`config.mk`:
```
export PLATFORM = sky130hd
export DESIGN_NAME = lenet_layer_sequencer
export DESIGN_NICKNAME = d
export VERILOG_FILES = /design/src/rtl/lenet_pkg.sv /design/src/rtl/lenet_bram_port_mux.sv /design/src/rtl/lenet_layer_sequencer.sv
export SDC_FILE = /design/constraint.sdc
export NUM_CORES = 1
export LEC_CHECK = 0
export BUFFER_PORTS_ARGS = -buffer_cell sky130_fd_sc_hd__buf_2
export CAP_MARGIN = 30
export CELL_PAD_IN_SITES_DETAIL_PLACEMENT = 0
export CELL_PAD_IN_SITES_GLOBAL_PLACEMENT = 1
export CORE_ASPECT_RATIO = 1.5
export CORE_MARGIN = 2
export CORE_UTILIZATION = 25
export CTS_CLUSTER_SIZE = 8
export DETAILED_ROUTE_END_ITERATION = 16
export GPL_TIMING_DRIVEN = 0
export PLACE_DENSITY = 0.73
export SLEW_MARGIN = 5
export SYNTH_ARGS = -nofsm -noshare
export SYNTH_HDL_FRONTEND = slang
export SYNTH_HIERARCHICAL = 1
export SYNTH_SLANG_ARGS = --single-unit
```
`constraint.sdc`:
```
create_clock -name clk -period 2.1 [get_ports clk]
set_input_delay 0.21 -clock clk [delete_from_list [all_inputs] [get_ports clk]]
set_output_delay 0.21 -clock clk [all_outputs]
set_load 0.005 [all_outputs]
```
`src/rtl/lenet_pkg.sv`:
```
// Purpose: shared constants, layer indices and sequencer state encodings for the LeNet-5 chain.
// Latency: n/a (declarations only).
// Backpressure: n/a.
package lenet_pkg;

  // Layer order in the inference chain; index 0 runs first.
  localparam int L_CONV1 = 0;
  localparam int L_POOL1 = 1;
  localparam int L_CONV2 = 2;
  localparam int L_POOL2 = 3;
  localparam int L_FC    = 4;

  localparam int BW_ADDR_W   = 16;
  localparam int RES_ADDR_W  = 13;
  localparam int DATA_SIZE   = 16;
  localparam int CUR_LAYER_W = 3;

  // One-hot sequencer states.
  typedef enum logic [5:0] {
    S_IDLE  = 6'b000001,
    S_CLEAR = 6'b000010,
    S_RUN   = 6'b000100,
    S_GAP   = 6'b001000,
    S_DONE  = 6'b010000,
    S_ERROR = 6'b100000
  } seq_state_e;

endpackage

```
`src/rtl/lenet_bram_port_mux.sv`:
```
// Purpose: N-way request mux for the bias/weights ROM and the result RAM, selected by the active layer.
// Latency: 0 cycles, purely combinational so layer read-wait timing is untouched.
// Backpressure: none; enables are forced low when sel_vld is low, other requesters are dropped.
//
// Ports:
//   sel, sel_vld                  active layer index and gate (enables pass only when sel_vld=1)
//   *_req                         packed per-layer requests, layer i at slice [i*W +: W]
//   bw_ena, bw_addra              bias/weights BRAM port
//   res_ena, res_wea, res_addra, res_dina   result BRAM port
module lenet_bram_port_mux #(
  parameter int NL    = 5,
  parameter int BW_W  = 16,
  parameter int RES_W = 13,
  parameter int DW    = 16,
  parameter int SEL_W = 3
) (
  input  logic [SEL_W-1:0]    sel,
  input  logic                sel_vld,
  input  logic [NL-1:0]       bw_ena_req,
  input  logic [NL*BW_W-1:0]  bw_addra_req,
  input  logic [NL-1:0]       res_ena_req,
  input  logic [NL-1:0]       res_wea_req,
  input  logic [NL*RES_W-1:0] res_addra_req,
  input  logic [NL*DW-1:0]    res_dina_req,
  output logic                bw_ena,
  output logic [BW_W-1:0]     bw_addra,
  output logic                res_ena,
  output logic                res_wea,
  output logic [RES_W-1:0]    res_addra,
  output logic [DW-1:0]       res_dina
);
  import lenet_pkg::*;

  // Address/data follow sel unconditionally (don't-care when gated off);
  // only the strobes are qualified so an idle phase can never write.
  always_comb begin
    bw_ena    = 1'b0;
    bw_addra  = '0;
    res_ena   = 1'b0;
    res_wea   = 1'b0;
    res_addra = '0;
    res_dina  = '0;
    for (int i = 0; i < NL; i++) begin
      if (sel == SEL_W'(i)) begin
        bw_ena    = sel_vld & bw_ena_req[i];
        bw_addra  = bw_addra_req[i*BW_W +: BW_W];
        res_ena   = sel_vld & res_ena_req[i];
        res_wea   = sel_vld & res_wea_req[i];
        res_addra = res_addra_req[i*RES_W +: RES_W];
        res_dina  = res_dina_req[i*DW +: DW];
      end
    end
  end

endmodule

```
`src/rtl/lenet_layer_sequencer.sv`:
```
// Purpose: runs conv_1 -> pool_1 -> conv_2 -> pool_2 -> fc one layer at a time and owns the shared BRAM ports.
// Latency: start -> layer_rst 1 cycle, -> first layer_en 2 cycles; finish -> next layer_en 2 cycles (1-cycle gap).
// Backpressure: start is ignored while busy; a layer that never finishes is cut off by the watchdog.
//
// Ports:
//   clk, rst                      clock, synchronous active-high reset
//   start                         request one inference (accepted in S_IDLE / S_ERROR)
//   layer_rst, layer_en           one-cycle layer reset pulse, registered one-hot layer enable
//   layer_finish                  per-layer finish flags
//   bw_*_req, res_*_req           per-layer BRAM requests
//   bias_weights_bram_*, result_bram_*   arbitrated BRAM ports
//   cur_layer, busy, done, error  status: active index, not idle, end-of-chain pulse, sticky watchdog flag
module lenet_layer_sequencer #(
  parameter int N_LAYERS       = 5,
  parameter int BW_ADDR_W      = lenet_pkg::BW_ADDR_W,
  parameter int RES_ADDR_W     = lenet_pkg::RES_ADDR_W,
  parameter int DATA_SIZE      = lenet_pkg::DATA_SIZE,
  parameter int TIMEOUT_CYCLES = 2000000
) (
  input  logic                           clk,
  input  logic                           rst,
  input  logic                           start,
  output logic                           layer_rst,
  output logic [N_LAYERS-1:0]            layer_en,
  input  logic [N_LAYERS-1:0]            layer_finish,
  input  logic [N_LAYERS-1:0]            bw_ena_req,
  input  logic [N_LAYERS*BW_ADDR_W-1:0]  bw_addra_req,
  input  logic [N_LAYERS-1:0]            res_ena_req,
  input  logic [N_LAYERS-1:0]            res_wea_req,
  input  logic [N_LAYERS*RES_ADDR_W-1:0] res_addra_req,
  input  logic [N_LAYERS*DATA_SIZE-1:0]  res_dina_req,
  output logic                           bias_weights_bram_ena,
  output logic [BW_ADDR_W-1:0]           bias_weights_bram_addra,
  output logic                           result_bram_ena,
  output logic                           result_bram_wea,
  output logic [RES_ADDR_W-1:0]          result_bram_addra,
  output logic [DATA_SIZE-1:0]           result_bram_dina,
  output logic [2:0]                     cur_layer,
  output logic                           busy,
  output logic                           done,
  output logic                           error
);
  import lenet_pkg::*;

  localparam int              WD_W       = 32;
  localparam logic [WD_W-1:0] WD_LAST    = (TIMEOUT_CYCLES > 0) ? WD_W'(TIMEOUT_CYCLES - 1) : '0;
  localparam logic [2:0]      LAST_LAYER = 3'(N_LAYERS - 1);

  seq_state_e          state_q, state_d;
  logic [2:0]          cur_layer_q, cur_layer_d;
  logic [N_LAYERS-1:0] layer_en_q, layer_en_d;
  logic                error_q, error_d;
  logic                armed_q, armed_d;
  logic [WD_W-1:0]     wd_cnt_q, wd_cnt_d;
  logic                fin_cur;
  logic                wd_expire;

  // Finish flag of the active layer only; all others are ignored.
  always_comb begin
    fin_cur = 1'b0;
    for (int i = 0; i < N_LAYERS; i++) begin
      if (cur_layer_q == 3'(i)) fin_cur = layer_finish[i];
    end
  end

  // wd_cnt_q counts completed S_RUN cycles, so it equals TIMEOUT-1 in the TIMEOUT-th cycle.
  assign wd_expire = (TIMEOUT_CYCLES != 0) && (wd_cnt_q == WD_LAST);

  always_comb begin
    state_d     = state_q;
    cur_layer_d = cur_layer_q;
    error_d     = error_q;
    armed_d     = 1'b0;
    wd_cnt_d    = '0;
    case (state_q)
      S_IDLE: begin
        if (start) begin
          error_d     = 1'b0;
          cur_layer_d = '0;
          state_d     = S_CLEAR;
        end
      end
      S_CLEAR: state_d = S_RUN;
      S_RUN: begin
        wd_cnt_d = wd_cnt_q + 1'b1;
        // A finish is only trusted once the layer has been seen with its flag low,
        // which rejects a flag left over from a previous run.
        armed_d  = armed_q | ~fin_cur;
        if (armed_q && fin_cur) begin
          state_d = S_GAP;
        end else if (wd_expire) begin
          error_d = 1'b1;
          state_d = S_ERROR;
        end
      end
      S_GAP: begin
        if (cur_layer_q == LAST_LAYER) begin
          state_d = S_DONE;
        end else begin
          cur_layer_d = cur_layer_q + 1'b1;
          state_d     = S_RUN;
        end
      end
      S_DONE: state_d = S_IDLE;
      S_ERROR: begin
        if (start) begin
          error_d     = 1'b0;
          cur_layer_d = '0;
          state_d     = S_CLEAR;
        end
      end
      default: state_d = S_IDLE;
    endcase
  end

  // Enable is registered from the next state so it is high exactly during S_RUN.
  always_comb begin
    layer_en_d = '0;
    for (int i = 0; i < N_LAYERS; i++) begin
      layer_en_d[i] = (state_d == S_RUN) && (cur_layer_d == 3'(i));
    end
  end

  always_ff @(posedge clk) begin
    if (rst) begin
      state_q     <= S_IDLE;
      cur_layer_q <= '0;
      layer_en_q  <= '0;
      error_q     <= 1'b0;
      armed_q     <= 1'b0;
      wd_cnt_q    <= '0;
    end else begin
      state_q     <= state_d;
      cur_layer_q <= cur_layer_d;
      layer_en_q  <= layer_en_d;
      error_q     <= error_d;
      armed_q     <= armed_d;
      wd_cnt_q    <= wd_cnt_d;
    end
  end

  assign layer_rst = (state_q == S_CLEAR);
  assign layer_en  = layer_en_q;
  assign cur_layer = cur_layer_q;
  assign busy      = (state_q != S_IDLE);
  assign done      = (state_q == S_DONE);
  assign error     = error_q;

  lenet_bram_port_mux #(
    .NL    (N_LAYERS),
    .BW_W  (BW_ADDR_W),
    .RES_W (RES_ADDR_W),
    .DW    (DATA_SIZE),
    .SEL_W (3)
  ) u_port_mux (
    .sel           (cur_layer_q),
    .sel_vld       (state_q == S_RUN),
    .bw_ena_req    (bw_ena_req),
    .bw_addra_req  (bw_addra_req),
    .res_ena_req   (res_ena_req),
    .res_wea_req   (res_wea_req),
    .res_addra_req (res_addra_req),
    .res_dina_req  (res_dina_req),
    .bw_ena        (bias_weights_bram_ena),
    .bw_addra      (bias_weights_bram_addra),
    .res_ena       (result_bram_ena),
    .res_wea       (result_bram_wea),
    .res_addra     (result_bram_addra),
    .res_dina      (result_bram_dina)
  );

endmodule

```
; ---- After elaboration in Yosys (flattened, before gate mapping)
; Index checks and enable logic that the tools add are counted.
[totals]
regBits = 48
latch_bits = 0
ram_bits = 0
rom_bits = 0
in_bits = 248
word_cells = 105
memories = 0
[classes]
add_sub_neg = 2
multipliers = 0
div = 0
n_lt_le_gt_ge = 0
n_eq_ne = 20
n_shift = 0
n_mux = 47
n_bitwise = 18
reduce_logical = 12
[op_table]
columns = operator, count
row1 = $mux 16, 10
row2 = $mux 13, 5
row3 = $add 32x1->32 const B, 1
row4 = $eq 32x21->1 const B, 1
row5 = $pmux 6 s4, 1
row6 = $mux 1, 23
row7 = $mux 6, 3
row8 = $and 1x1->1, 15
row9 = $eq 3x2->1 const B, 4
row10 = $eq 6x3->1 const B, 2
row11 = $eq 3x1->1 const B, 2
row12 = $eq 3x3->1 const B, 2
row13 = $eq 6x1->1 const B, 1
row14 = $eq 6x2->1 const B, 1
row15 = $eq 6x4->1 const B, 1
row16 = $eq 6x5->1 const B, 1
row17 = $eq 6x6->1 const B, 1
row18 = $logic_and 1x1->1, 6
row19 = $logic_not 3->1, 2
row20 = $mux 3, 2
row21 = $ne 6x1->1 const B, 1
row22 = $pmux 3 s2, 1
row23 = $mux 5, 1
row24 = $ne 2x2->1 const B, 2
row25 = 8 further kinds, 10

; ---- Depth between registers and ports, before layout
[depth]
depth_word = 11
depth_mapped = 8
depth_no_buf = 8

; ---- Modules after synthesis
; The synthesis kept the hierarchy.
[by_module_without_submodules]
columns = module, instances, cells_each, area_each_um2, seq_area_each_um2
row1 = lenet_layer_sequencer, 1, 264, 2301.0, 960.9
row2 = lenet_bram_port_mux, 1, 230, 1898.1, 0.0

; ---- Worst setup path before layout
; No wires, ideal clock.
[synth_timing]
kind = reg2reg
startpoint = register cur_layer_q[0] (netlist: cur_layer[0])
endpoint = register layer_en_q[2] (netlist: layer_en[2])
arrival_ps = 2059
path_slack_ps = -91
path_stages_with_launch = 9
n_path_buf = 0
period_less_slack_ps = 2191
cell_sequence = dfxtp_1 -> inv_1 -> ha_1 -> nor2b_1 -> a2111o_1 -> a211o_1 -> a31oi_1 -> nand2b_4 -> nor4b_2
[synth_between]
elab_chain_cells = 11
elab_cells_between_ends = 21
classes_between = add/sub: 1 / eq/ne: 6 / mux: 11 / reduce/logical: 3
[synth_rtl]
columns = element, line
row1 = start: declaration, lenet_layer_sequencer.sv:50  ; logic [2:0] cur_layer_q, cur_layer_d;
row2 = start signal: assignment, lenet_layer_sequencer.sv:134  ; cur_layer_q <= cur_layer_d;
row3 = $logic_not 3->1, lenet_layer_sequencer.sv:62  ; if (cur_layer_q == 3'(i)) fin_cur = layer_finish[i];
row4 = $mux 1 (5 in series), lenet_layer_sequencer.sv:62
row5 = $logic_and 1x1->1, lenet_layer_sequencer.sv:89  ; if (armed_q && fin_cur) begin
row6 = $mux 6, lenet_layer_sequencer.sv:89
row7 = $pmux 6 s4, lenet_layer_sequencer.sv:75  ; case (state_q)
row8 = $eq 6x3->1, lenet_layer_sequencer.sv:120  ; layer_en_d[i] = (state_d == S_RUN) && (cur_layer_d == 3'(i));
row9 = $logic_and 1x1->1 *, lenet_layer_sequencer.sv:120
row10 = end signal: assignment, lenet_layer_sequencer.sv:135  ; layer_en_q <= layer_en_d;
row11 = end: declaration, lenet_layer_sequencer.sv:51  ; logic [N_LAYERS-1:0] layer_en_q, layer_en_d;
; Every way passes the cells marked *; elsewhere a longest branch is shown, timed or not.
; A chain may end at the register's enable or synchronous reset.

; ---- Worst setup path in the final report
[layout_timing]
startpoint = register cur_layer_q[1] (netlist: cur_layer[1])
endpoint = register layer_en_q[1] (netlist: layer_en[1])
; Same word-level chain as after synthesis.

==> impl_metrics.tcl <==
set metrics [dict create \
    status "finished clean" \
    initial_core_util_pct 25.3 \
    detail_route.iter0.violations 174 \
    worst_skew_pair.late_latency_ns 0.29 \
    worst_setup_hold_path_clk_slew_ns 0.07 \
    drt.antenna.violating_nets 0 \
    clock_sink_count 48 \
    period_needed_ns 2.09 \
    initial_antenna_violation_count 3 \
    port_buffers 307 \
    core_region_area_um2 16600 \
    final_common_cell "buf_2" \
    die_area_um2 17900 \
    nFillCells 1798 \
    grt_remaining_overflow 0 \
    cts_htree_levels 2 \
    number_of_standard_cells_after_synthesis 494 \
    mostFrequentLayoutCells "309 x buf_2, 88 x nor2_1, 48 x mux2i_1" \
    average_cell_area_after_synthesis_um2 8.50 \
    cts_buffer_depth 2 \
    grt_start_max_net_pins 15 \
    max_freq_mhz 477 \
    setup.worst_path.start_class "register" \
    required_time_at_the_worst_slack_endpoint_ns 2.25 \
    min-delay-path-class "in2reg" \
    rsz0062_at_grt "yes" \
    detailedRoute.firstPassIterationCount 4 \
    clock_tree_from_tritoncts "yes" \
    total_via_count_after_detailed_routing 5024 \
    avgRoutedWirePerCell_um 19.1 \
    crit_arrival_ns 2.24 \
    worst-setup-path-type "reg2reg" \
    crit_slowest_cell "a2111o_1" \
    die_width_um 110 \
    rows 58 \
    grtUsageMet3_pct 7.32 \
    max-vdd-ir-drop_uv 460 \
    synth_cell_types 49 \
    cpPeakStageDelay_ns 0.41 \
    areaGrowthSynthToFinish_pct 56.1 \
    yosysWarnings 6 \
    top_level_port_count 308 \
    globalRouteMet1Util_pct 26.3 \
    finish.net_count 1074 \
    finalWirelength_um 19700 \
    track_usage_pct 21.0 \
    postSynth.topFlopCell "dfxtp_1" \
    final_cycle_utilization_of_the_critical_path_pct 99.7 \
    timing.critical_path.cells "inv_4 > ha_4 > nand3b_1 > a2111o_1 > a211o_1 > a31oi_4 > nand2b_4 > nor4b_2" \
    worst_clock_skew_ns 0.00667 \
    finalHoldViolations 0 \
    powerDensity_nw_per_um2 394 \
    cts-buffers-inserted 5 \
    max_slew_margin_pct 65.3 \
    synth_seq_area_share_pct 22.9 \
    tightest_slew_ns 0.519 \
    max_cap_viol_count 0 \
    synth-edff-count 0 \
    finalWeightedCongestion 0.828 \
    setup_tns_ns 0 \
    place_hpwl_um 16800 \
    slew_violations 0 \
    clock_tree.root_cell "clkbuf_16" \
    global_route.usage.met2_pct 35.0 \
    power_mw 2.58 \
    drt-vias-per-instance 4.86 \
    grt_busiest_layer "met2" \
    worst-path-max-fanout 5 \
    die_height_um 163 \
    hold_buffers 0 \
    ys_async_sr_fraction_pct 0 \
    grt_pass1_vias 5012 \
    remaining_drc_errors 0 \
    setup-violations-final 0 \
    power_leakage_nw 2.87 \
    netlist_area_um2 4200 \
    syn_nets 748 \
    global_route_wire_length_before_repair_um 28100 \
    timing.critical_path.to_type "register" \
    synth.ff_latch_count 48 \
    layout-drive-gt1-share_pct 52.9 \
]
[Yosys cell counts (7+ instances only)]
cell	number	area [um2]
nor2_1	91	342
mux2i_1	49	490
dfxtp_1	48	961
a221o_1	44	440
mux2_2	39	439
nand2_1	25	93.8
xor2_1	23	201
buf_2	16	80.1
nand3_1	14	70.1
a21oi_1	13	65.1
o21ai_0	12	60.1
and3_1	10	62.6
nand4_1	9	56.3
clkbuf_1	8	30.0
nor3_1	8	40.0
inv_1	7	26.3
mux2_4	7	105
[worst paths after layout]
check | from | endpoint | slack (ns) | cells after the start
max reg2reg | cur_layer[1]$_SDFF_PP0_ | layer_en[1]$_SDFF_PP0_ | 0.005 | 8
min reg2reg | wd_cnt_q[0]$_SDFF_PP0_ | wd_cnt_q[0]$_SDFF_PP0_ | 0.44 | 1
min | start | state_q[1]$_SDFF_PP0_ | 0.22 | 3
max | cur_layer[1]$_SDFF_PP0_ | layer_en[1]$_SDFF_PP0_ | 0.005 | 8
[routing by layer]
layer / vias to the layer above / routed length (um)
li1: 2485 / -
met1: 2311 / 8470
met2: 204 / 9000
met3: 22 / 1980
met4: 2 / 245
met5: - / 14
[cell type report]
class / instances / area, um2 / share of cell area, %
Multi-Input combinational cell: 404 / 3110 / 47.5
Timing Repair Buffer: 319 / 1630 / 24.8
Sequential cell: 48 / 973 / 14.9
Buffer: 35 / 364 / 5.55
Tap cell: 210 / 263 / 4.01
Clock buffer: 7 / 153 / 2.33
Clock inverter: 1 / 30.0 / 0.458
Inverter: 7 / 28.8 / 0.439
Antenna cell: 2 / 5.00 / 0.0764
[power breakdown]
part           switching, mW  internal (mW)  total (mW)
Combinational          0.302          0.382       0.684
Sequential           0.00638          0.921       0.928
Clock                  0.341          0.627       0.968
Total                  0.649           1.93        2.58
[registers in the layout (all words and copies together), names as in the netlist]
register,flops
armed_q,1
cur_layer,3
error,1
layer_en,5
state_q,6
wd_cnt_q,32
[critical path, delay by kind of cell, from the launching register on]
kind	cells	cell delay [ns]
simple gates	3	0.41
buf+inv	1	0.06
fa+ha+maj	1	0.15
flops	1	0.40
compound gates	3	0.94
[metrics by stage]
step / hold WS (ns) / worst slack, ns / util [%] / instance area [um2] / instances
floorplan: 0.362 / 0.0192 / - / 4200 / 494
global placement: 0.427 / -0.341 / 36.1 / 6000 / 1011
detailed placement: 0.435 / -0.369 / 36.1 / 6000 / 1011
CTS: 0.227 / 0.00139 / 38.2 / 6360 / 1025
global route: 0.248 / -0.0352 / 39.4 / 6550 / 1032
finish: 0.222 / 0.00529 / 39.4 / 6560 / 1033
[timing repair]
item                       4_1_cts  5_1_grt
pin swaps                        5        7
setup buffers                    6        6
hold endpoints to repair         0        0
gates resized for setup         42       41
setup endpoints to repair       56       44
[logic make-up (layout without fill, tap and decap cells)]
group / count (synthesis) / count (layout) / synth area share [%]
buf+inv: 42 / 369 / 5.69
xor+xnor: 29 / 29 / 6.05
simple gates: 192 / 192 / 22.9
fa+ha+maj: 6 / 6 / 1.79
mux: 95 / 95 / 24.6
compound gates: 82 / 82 / 16.1
flops: 48 / 48 / 22.9
other cells: 0 / 2 / 0
Power figures use the tool's default switching activity.
